--- src/rtl/light_pkg.sv ---
// Shared types and encodings for the main/side traffic-light controller.
// The optional pedestrian phase is enabled with LIGHT_FSM_WALK_EN.
package light_pkg;

  typedef enum logic [2:0] {
    MAIN_GRN = 3'd0,
    MAIN_YEL = 3'd1,
    SIDE_GRN = 3'd2,
    SIDE_EXT = 3'd3,
    SIDE_YEL = 3'd4
`ifdef LIGHT_FSM_WALK_EN
    ,
    WALK     = 3'd5
`endif
  } state_t;

  localparam logic [1:0] INT_BASE = 2'b00;
  localparam logic [1:0] INT_EXT  = 2'b01;
  localparam logic [1:0] INT_YEL  = 2'b10;
  localparam logic [1:0] INT_ZERO = 2'b11;

  // Lamp vectors are {red, yellow, green}.
  localparam logic [2:0] LAMP_R = 3'b100;
  localparam logic [2:0] LAMP_Y = 3'b010;
  localparam logic [2:0] LAMP_G = 3'b001;

  // An encoding outside the enum selects a zero-length duration.
  function automatic logic [1:0] state_interval(state_t s);
    logic [1:0] r;
    r = INT_ZERO;
    case (s)
      MAIN_GRN, SIDE_GRN: r = INT_BASE;
      MAIN_YEL, SIDE_YEL: r = INT_YEL;
      SIDE_EXT:           r = INT_EXT;
`ifdef LIGHT_FSM_WALK_EN
      WALK:               r = INT_EXT;
`endif
      default:            r = INT_ZERO;
    endcase
    return r;
  endfunction

  function automatic logic [2:0] main_lamp(state_t s);
    logic [2:0] r;
    r = LAMP_R;
    case (s)
      MAIN_GRN: r = LAMP_G;
      MAIN_YEL: r = LAMP_Y;
      default:  r = LAMP_R;
    endcase
    return r;
  endfunction

  function automatic logic [2:0] side_lamp(state_t s);
    logic [2:0] r;
    r = LAMP_R;
    case (s)
      SIDE_GRN, SIDE_EXT: r = LAMP_G;
      SIDE_YEL:           r = LAMP_Y;
      default:            r = LAMP_R;
    endcase
    return r;
  endfunction

endpackage

--- src/rtl/light_fsm_tick_gen.sv ---
// Free-running divider producing a one-cycle strobe every TICKS_PER_SEC cycles.
module tick_gen #(
  parameter int TICKS_PER_SEC = 4
) (
  input  logic clk,
  input  logic rst,
  output logic tick
);

  localparam int CW = $clog2(TICKS_PER_SEC);
  localparam logic [CW-1:0] LAST = CW'(TICKS_PER_SEC - 1);

  logic [CW-1:0] cnt_q, cnt_d;

  always_comb begin
    tick  = (cnt_q == LAST);
    cnt_d = tick ? '0 : cnt_q + CW'(1);
  end

  always_ff @(posedge clk or posedge rst) begin
    if (rst) begin
      cnt_q <= '0;
    end else begin
      cnt_q <= cnt_d;
    end
  end

endmodule

--- src/rtl/light_fsm.sv ---
// Main/side intersection sequencer: selects a duration, counts it down in ticks, drives lamps.
// Define LIGHT_FSM_WALK_EN to add the latched pedestrian request and the all-red WALK phase.
module light_fsm
  import light_pkg::*;
#(
  parameter int TICKS_PER_SEC = 4
) (
  input  logic       clk,
  input  logic       g_reset,
  input  logic       sensor,
`ifdef LIGHT_FSM_WALK_EN
  input  logic       walk_req,
  output logic       walk,
`endif
  input  logic [3:0] value,
  output logic [1:0] interval,
  output logic [2:0] main_lights,
  output logic [2:0] side_lights,
  output logic       tick
);

  state_t     state_q, state_d;
  logic [1:0] interval_q, interval_d;
  logic [2:0] main_q, main_d;
  logic [2:0] side_q, side_d;
  logic [3:0] cnt_q, cnt_d;
  logic [1:0] pend_q, pend_d;
  logic       running;
  logic       expire;
  logic       enter;
`ifdef LIGHT_FSM_WALK_EN
  logic       walk_lat_q, walk_lat_d;
  logic       walk_q, walk_d;
`endif

  tick_gen #(.TICKS_PER_SEC(TICKS_PER_SEC)) u_tick_gen (
    .clk  (clk),
    .rst  (g_reset),
    .tick (tick)
  );

  always_comb begin
    running = (pend_q == 2'b00);
    expire  = running && tick && (cnt_q <= 4'd1);
    enter   = expire;
    state_d = state_q;
    case (state_q)
      MAIN_GRN: if (expire) state_d = sensor ? MAIN_YEL : MAIN_GRN;
      MAIN_YEL: if (expire)
`ifdef LIGHT_FSM_WALK_EN
        state_d = walk_lat_q ? WALK : SIDE_GRN;
`else
        state_d = SIDE_GRN;
`endif
      SIDE_GRN: if (expire) state_d = sensor ? SIDE_EXT : SIDE_YEL;
      SIDE_EXT: if (expire) state_d = SIDE_YEL;
      SIDE_YEL: if (expire) state_d = MAIN_GRN;
`ifdef LIGHT_FSM_WALK_EN
      WALK:     if (expire) state_d = SIDE_GRN;
`endif
      default: begin
        state_d = MAIN_GRN;
        enter   = 1'b1;
      end
    endcase

    // The store answers one cycle after interval moves, so the load lands two edges after entry.
    pend_d = enter ? 2'b01 : {pend_q[0], 1'b0};
    cnt_d  = cnt_q;
    if (pend_q[1]) begin
      cnt_d = value;
    end else if (running && tick && !expire) begin
      cnt_d = cnt_q - 4'd1;
    end

    interval_d = state_interval(state_d);
    main_d     = main_lamp(state_d);
    side_d     = side_lamp(state_d);
`ifdef LIGHT_FSM_WALK_EN
    walk_d     = (state_d == WALK);
    walk_lat_d = (walk_d && (state_q != WALK)) ? 1'b0 : (walk_lat_q | walk_req);
`endif
  end

  always_ff @(posedge clk or posedge g_reset) begin
    if (g_reset) begin
      state_q    <= MAIN_GRN;
      interval_q <= INT_BASE;
      main_q     <= LAMP_G;
      side_q     <= LAMP_R;
      cnt_q      <= 4'd0;
      pend_q     <= 2'b01;
`ifdef LIGHT_FSM_WALK_EN
      walk_q     <= 1'b0;
      walk_lat_q <= 1'b0;
`endif
    end else begin
      state_q    <= state_d;
      interval_q <= interval_d;
      main_q     <= main_d;
      side_q     <= side_d;
      cnt_q      <= cnt_d;
      pend_q     <= pend_d;
`ifdef LIGHT_FSM_WALK_EN
      walk_q     <= walk_d;
      walk_lat_q <= walk_lat_d;
`endif
    end
  end

  assign interval    = interval_q;
  assign main_lights = main_q;
  assign side_lights = side_q;
`ifdef LIGHT_FSM_WALK_EN
  assign walk        = walk_q;
`endif

endmodule

--- config.mk ---
export PLATFORM = sky130hd
export DESIGN_NAME = light_fsm
export DESIGN_NICKNAME = d
export VERILOG_FILES = /design/src/rtl/light_pkg.sv /design/src/rtl/light_fsm_tick_gen.sv /design/src/rtl/light_fsm.sv
export SDC_FILE = /design/constraint.sdc
export NUM_CORES = 1
export LEC_CHECK = 0
export CAP_MARGIN = 20
export CORE_UTILIZATION = 45
export CTS_CLUSTER_SIZE = 20
export DETAILED_ROUTE_END_ITERATION = 16
export HOLD_SLACK_MARGIN = 0.05
export PLACE_DENSITY = 0.72
export SYNTH_ARGS = -nofsm -noshare
export SYNTH_HDL_FRONTEND = slang
export SYNTH_SLANG_ARGS = --single-unit
--- constraint.sdc ---
create_clock -name clk -period 1.6 [get_ports clk]
set_input_delay 0.16 -clock clk [delete_from_list [all_inputs] [get_ports clk]]
set_output_delay 0.16 -clock clk [all_outputs]
set_load 0.02 [all_outputs]
==> results.sh <==
export IMPL_diodes=0
export IMPL_multi_input_area_um2=429
export IMPL_ioPinCount=16
export IMPL_fmax_ghz=0.619
export IMPL_hold_violations=0
export IMPL_final_common_cell="dfrtp_1"
export IMPL_layout_common_cells="dfrtp_1 (16), clkdlybuf4s50_1 (12), buf_4 (8)"
export IMPL_layout_drive_gt1_share=0.264
export IMPL_yosysUniqueCellTypes=39
export IMPL_switching_share=0.372
export IMPL_slew_violations=0
export IMPL_drt_total_wl_um=1610
export IMPL_cts_tree="done"
export IMPL_relSlewSlack=0.740
export IMPL_dp_slack_ps=-7.03
export IMPL_ant_nets=0
export IMPL_synthesis_nets=95
export IMPL_hold_path_class="in -> async"
export IMPL_grt_pass1_vias=627
export IMPL_hold_ws_ps=165
export IMPL_top_usage_layer="met1"
export IMPL_drt_initial_drc_count=40
export IMPL_fin_area_um2=1200
export IMPL_fin_ws_ps=-16.3
export IMPL_reg2regPathDepth=5
export IMPL_worstPathArrival_ps=1850
export IMPL_fin_cells=131
export IMPL_clockPowerShare=0.131
export IMPL_grtUsageTotal=0.183
export IMPL_status="finished, violations left"
export IMPL_initial_core_util=0.502
export IMPL_routedWlPerCell_um=12.3
export IMPL_end_kind="flop"
export IMPL_synth_area_per_cell_um2=10.8
export IMPL_placed_area_um2=1140
export IMPL_first_pass_iters=4
export IMPL_io_buffers=15
export IMPL_synth_warnings=0
export IMPL_cts_root_buffer="clkbuf_4"
export IMPL_register_area_um2=479
export IMPL_critPathLaunch="u_tick_gen.cnt_q[0]"
export IMPL_intPower_mw=1.17
export IMPL_rows=15
export IMPL_fin_worst_skew_ps=1.86
export IMPL_rsz0062_at_grt="true"
export IMPL_grt_max_degree=20
export IMPL_place_hpwl_um=1140
export IMPL_tightest_slew_ps=390
export IMPL_worstPathRequired_ps=1840
export IMPL_clkTransAtPathRegs_ps=110
export IMPL_vias=689
export IMPL_htreeDepth=1
export IMPL_p_sw_mw=0.690
export IMPL_use_met3=0.0346
export IMPL_cp_start_kind="flop"
export IMPL_share_seq_of_total_power=0.422
export IMPL_fp_dieW_um=47.1
export IMPL_critPathMaxFanout=4
export IMPL_grt_ovfl_total=0
export IMPL_ys_seq_elements=19
export IMPL_dp_cells=126
export IMPL_comb_power_share=0.447
export IMPL_r2r_end="cnt_q[1]"
export IMPL_r2r_start="u_tick_gen.cnt_q[0]"
export IMPL_tns_ps=-16.3
export IMPL_yosysSeqAreaShare=0.524
export IMPL_leakage_nw=0.535
export IMPL_setup_viol=1
export IMPL_power_density_nw_per_um2=1550
export IMPL_use_met1=0.262
export IMPL_crit_path_top_delay_cell="dfrtp_1"
export IMPL_ff2ff_setup_slack_ps=-20
export IMPL_grt_pass1_wl_um=2720
export IMPL_use_met2=0.261
export IMPL_cts_buffers=3
export IMPL_maxCapViolations=0
export IMPL_final_net_count=117
export IMPL_crit_chain="ha_4 -> or3b_4 -> a21o_1 -> mux2_4 -> o21ai_2"
export IMPL_cts_sinks=19
export IMPL_syn_inst=85
export IMPL_route_detailed_drc=0
export IMPL_dieHeight_um=47.1
export IMPL_core_um2=1820
export IMPL_clockBufferDepth=2
export IMPL_worst_setup_path_type="reg -> reg"
export IMPL_syn_area_um2=915
export IMPL_max_vdd_ir_drop_mv=1.10
export IMPL_gp_congestion=0.775
export IMPL_violations="negative setup slack"
export IMPL_final_min_clock_period_ps=1620
export IMPL_antenna_found_initial=0
export IMPL_die_area_um2=2220
export IMPL_fin_crit_sh=1.01
export IMPL_filler_cell_count=159
export IMPL_area_growth_pct=31.2
export IMPL_vias_per_cell=5.26
export IMPL_max_stage_delay_ps=400
export IMPL_clock_latency_ps=300
flip-flops by register name, indices dropped and copies added, names as in the netlist:
signal and flops:
cnt_q 4, main_lights 3, side_lights 3, state_q 3
interval 2, pend_q 2, u_tick_gen.cnt_q 2
stage by stage:
step	power, mW	util
CTS	1.85	0.643
global placement	1.56	0.624
floorplan	1.28	-
detailed placement	1.58	0.624
finish	1.86	0.659
global route	1.99	0.659
per-layer routing:
layer	wire [um]	vias up
met1	769	321
met5	0	-
met2	728	22
met4	36	0
li1	-	341
met3	72	5
cells in the mapped netlist:
cell type  instances  share of area
o2111ai_1          1         0.0096
mux2_2             1          0.012
dfrtp_1           16           0.44
nor3_2             1          0.011
ha_1               3          0.041
buf_2              1         0.0055
nand2_1            5          0.021
o211ai_1           1         0.0082
a21oi_1            6          0.033
dfstp_2            3          0.086
clkbuf_1           4          0.016
nor3b_1            2          0.016
o21ai_0            1         0.0055
xnor2_1            1         0.0096
a31o_1             1         0.0096
a311oi_1           1         0.0096
nand3b_1           2          0.016
buf_6              1          0.012
nor4_2             1          0.014
o31ai_1            2          0.016
or3b_4             1          0.012
o21ai_2            1         0.0096
a31oi_1            1         0.0068
a221o_1            1          0.011
nor2_1             6          0.025
and3_1             1         0.0068
and2_1             1         0.0068
nor2b_1            2          0.014
inv_1              5          0.021
nand3_1            2          0.011
or2_1              1         0.0068
o22ai_1            1         0.0068
o21ai_1            2          0.011
mux2_4             1          0.016
a21boi_0           1         0.0082
o21a_1             1         0.0082
a21o_1             1         0.0082
nand4_1            1         0.0068
nor3b_2            1          0.014
how the worst max path moves through the flow:
| stage | endpoint | slack (ps) | cells past startpoint |
|---|---|---|---|
| 2_1_floorplan | main_lights[1] | -70 | 8 |
| 3_3_place_gp | cnt_q[1] | 1 | 5 |
| 3_5_place_dp | cnt_q[1] | -7 | 5 |
| 4_1_cts | cnt_q[1] | -20 | 5 |
| 5_1_grt | cnt_q[1] | -80 | 5 |
| 6_report | cnt_q[1] | -20 | 5 |
timing repair:
action                                  in CTS  in global routing
pin swaps                                    1                  1
resized for setup                            4                  5
endpoints found under the setup margin       7                 16
hold buffers                                 0                  0
setup buffers                                0                  1
layout make-up:
type / count / share of cell area
Inverter: 5 / 0.0156
Sequential cell: 19 / 0.399
Multi-Input combinational cell: 55 / 0.358
Clock buffer: 3 / 0.0188
Clock inverter: 1 / 0.00417
Tap cell: 25 / 0.0261
Timing Repair Buffer: 23 / 0.178
logic make-up after synthesis:
logic type,Yosys count,synth area share
multiplexers,2,0.0287
adder cells (fa/ha/maj),3,0.0410
XOR/XNOR,1,0.00958
AND/OR/NAND/NOR,27,0.181
buffers and inverters,11,0.0547
AO/OA/AOI/OAI,22,0.161
flip-flops,19,0.524
critical path, delay by kind of cell, from the launching register on:
family	cells	cell delay (ps)
and+or+nand+nor	1	400
AOI/OAI and AO/OA	2	290
DFF	1	400
adders and majority gates	1	160
muxes	1	300
power by group through the flow:
stage	Sequential [mW]	Clock [mW]	Combinational, mW
CTS	0.776	0.248	0.822
detailed placement	0.785	0	0.797
finish	0.783	0.243	0.831
floorplan	0.821	0	0.464
global placement	0.778	0	0.781
global route	0.804	0.264	0.922
Power figures use the tool's default switching activity.
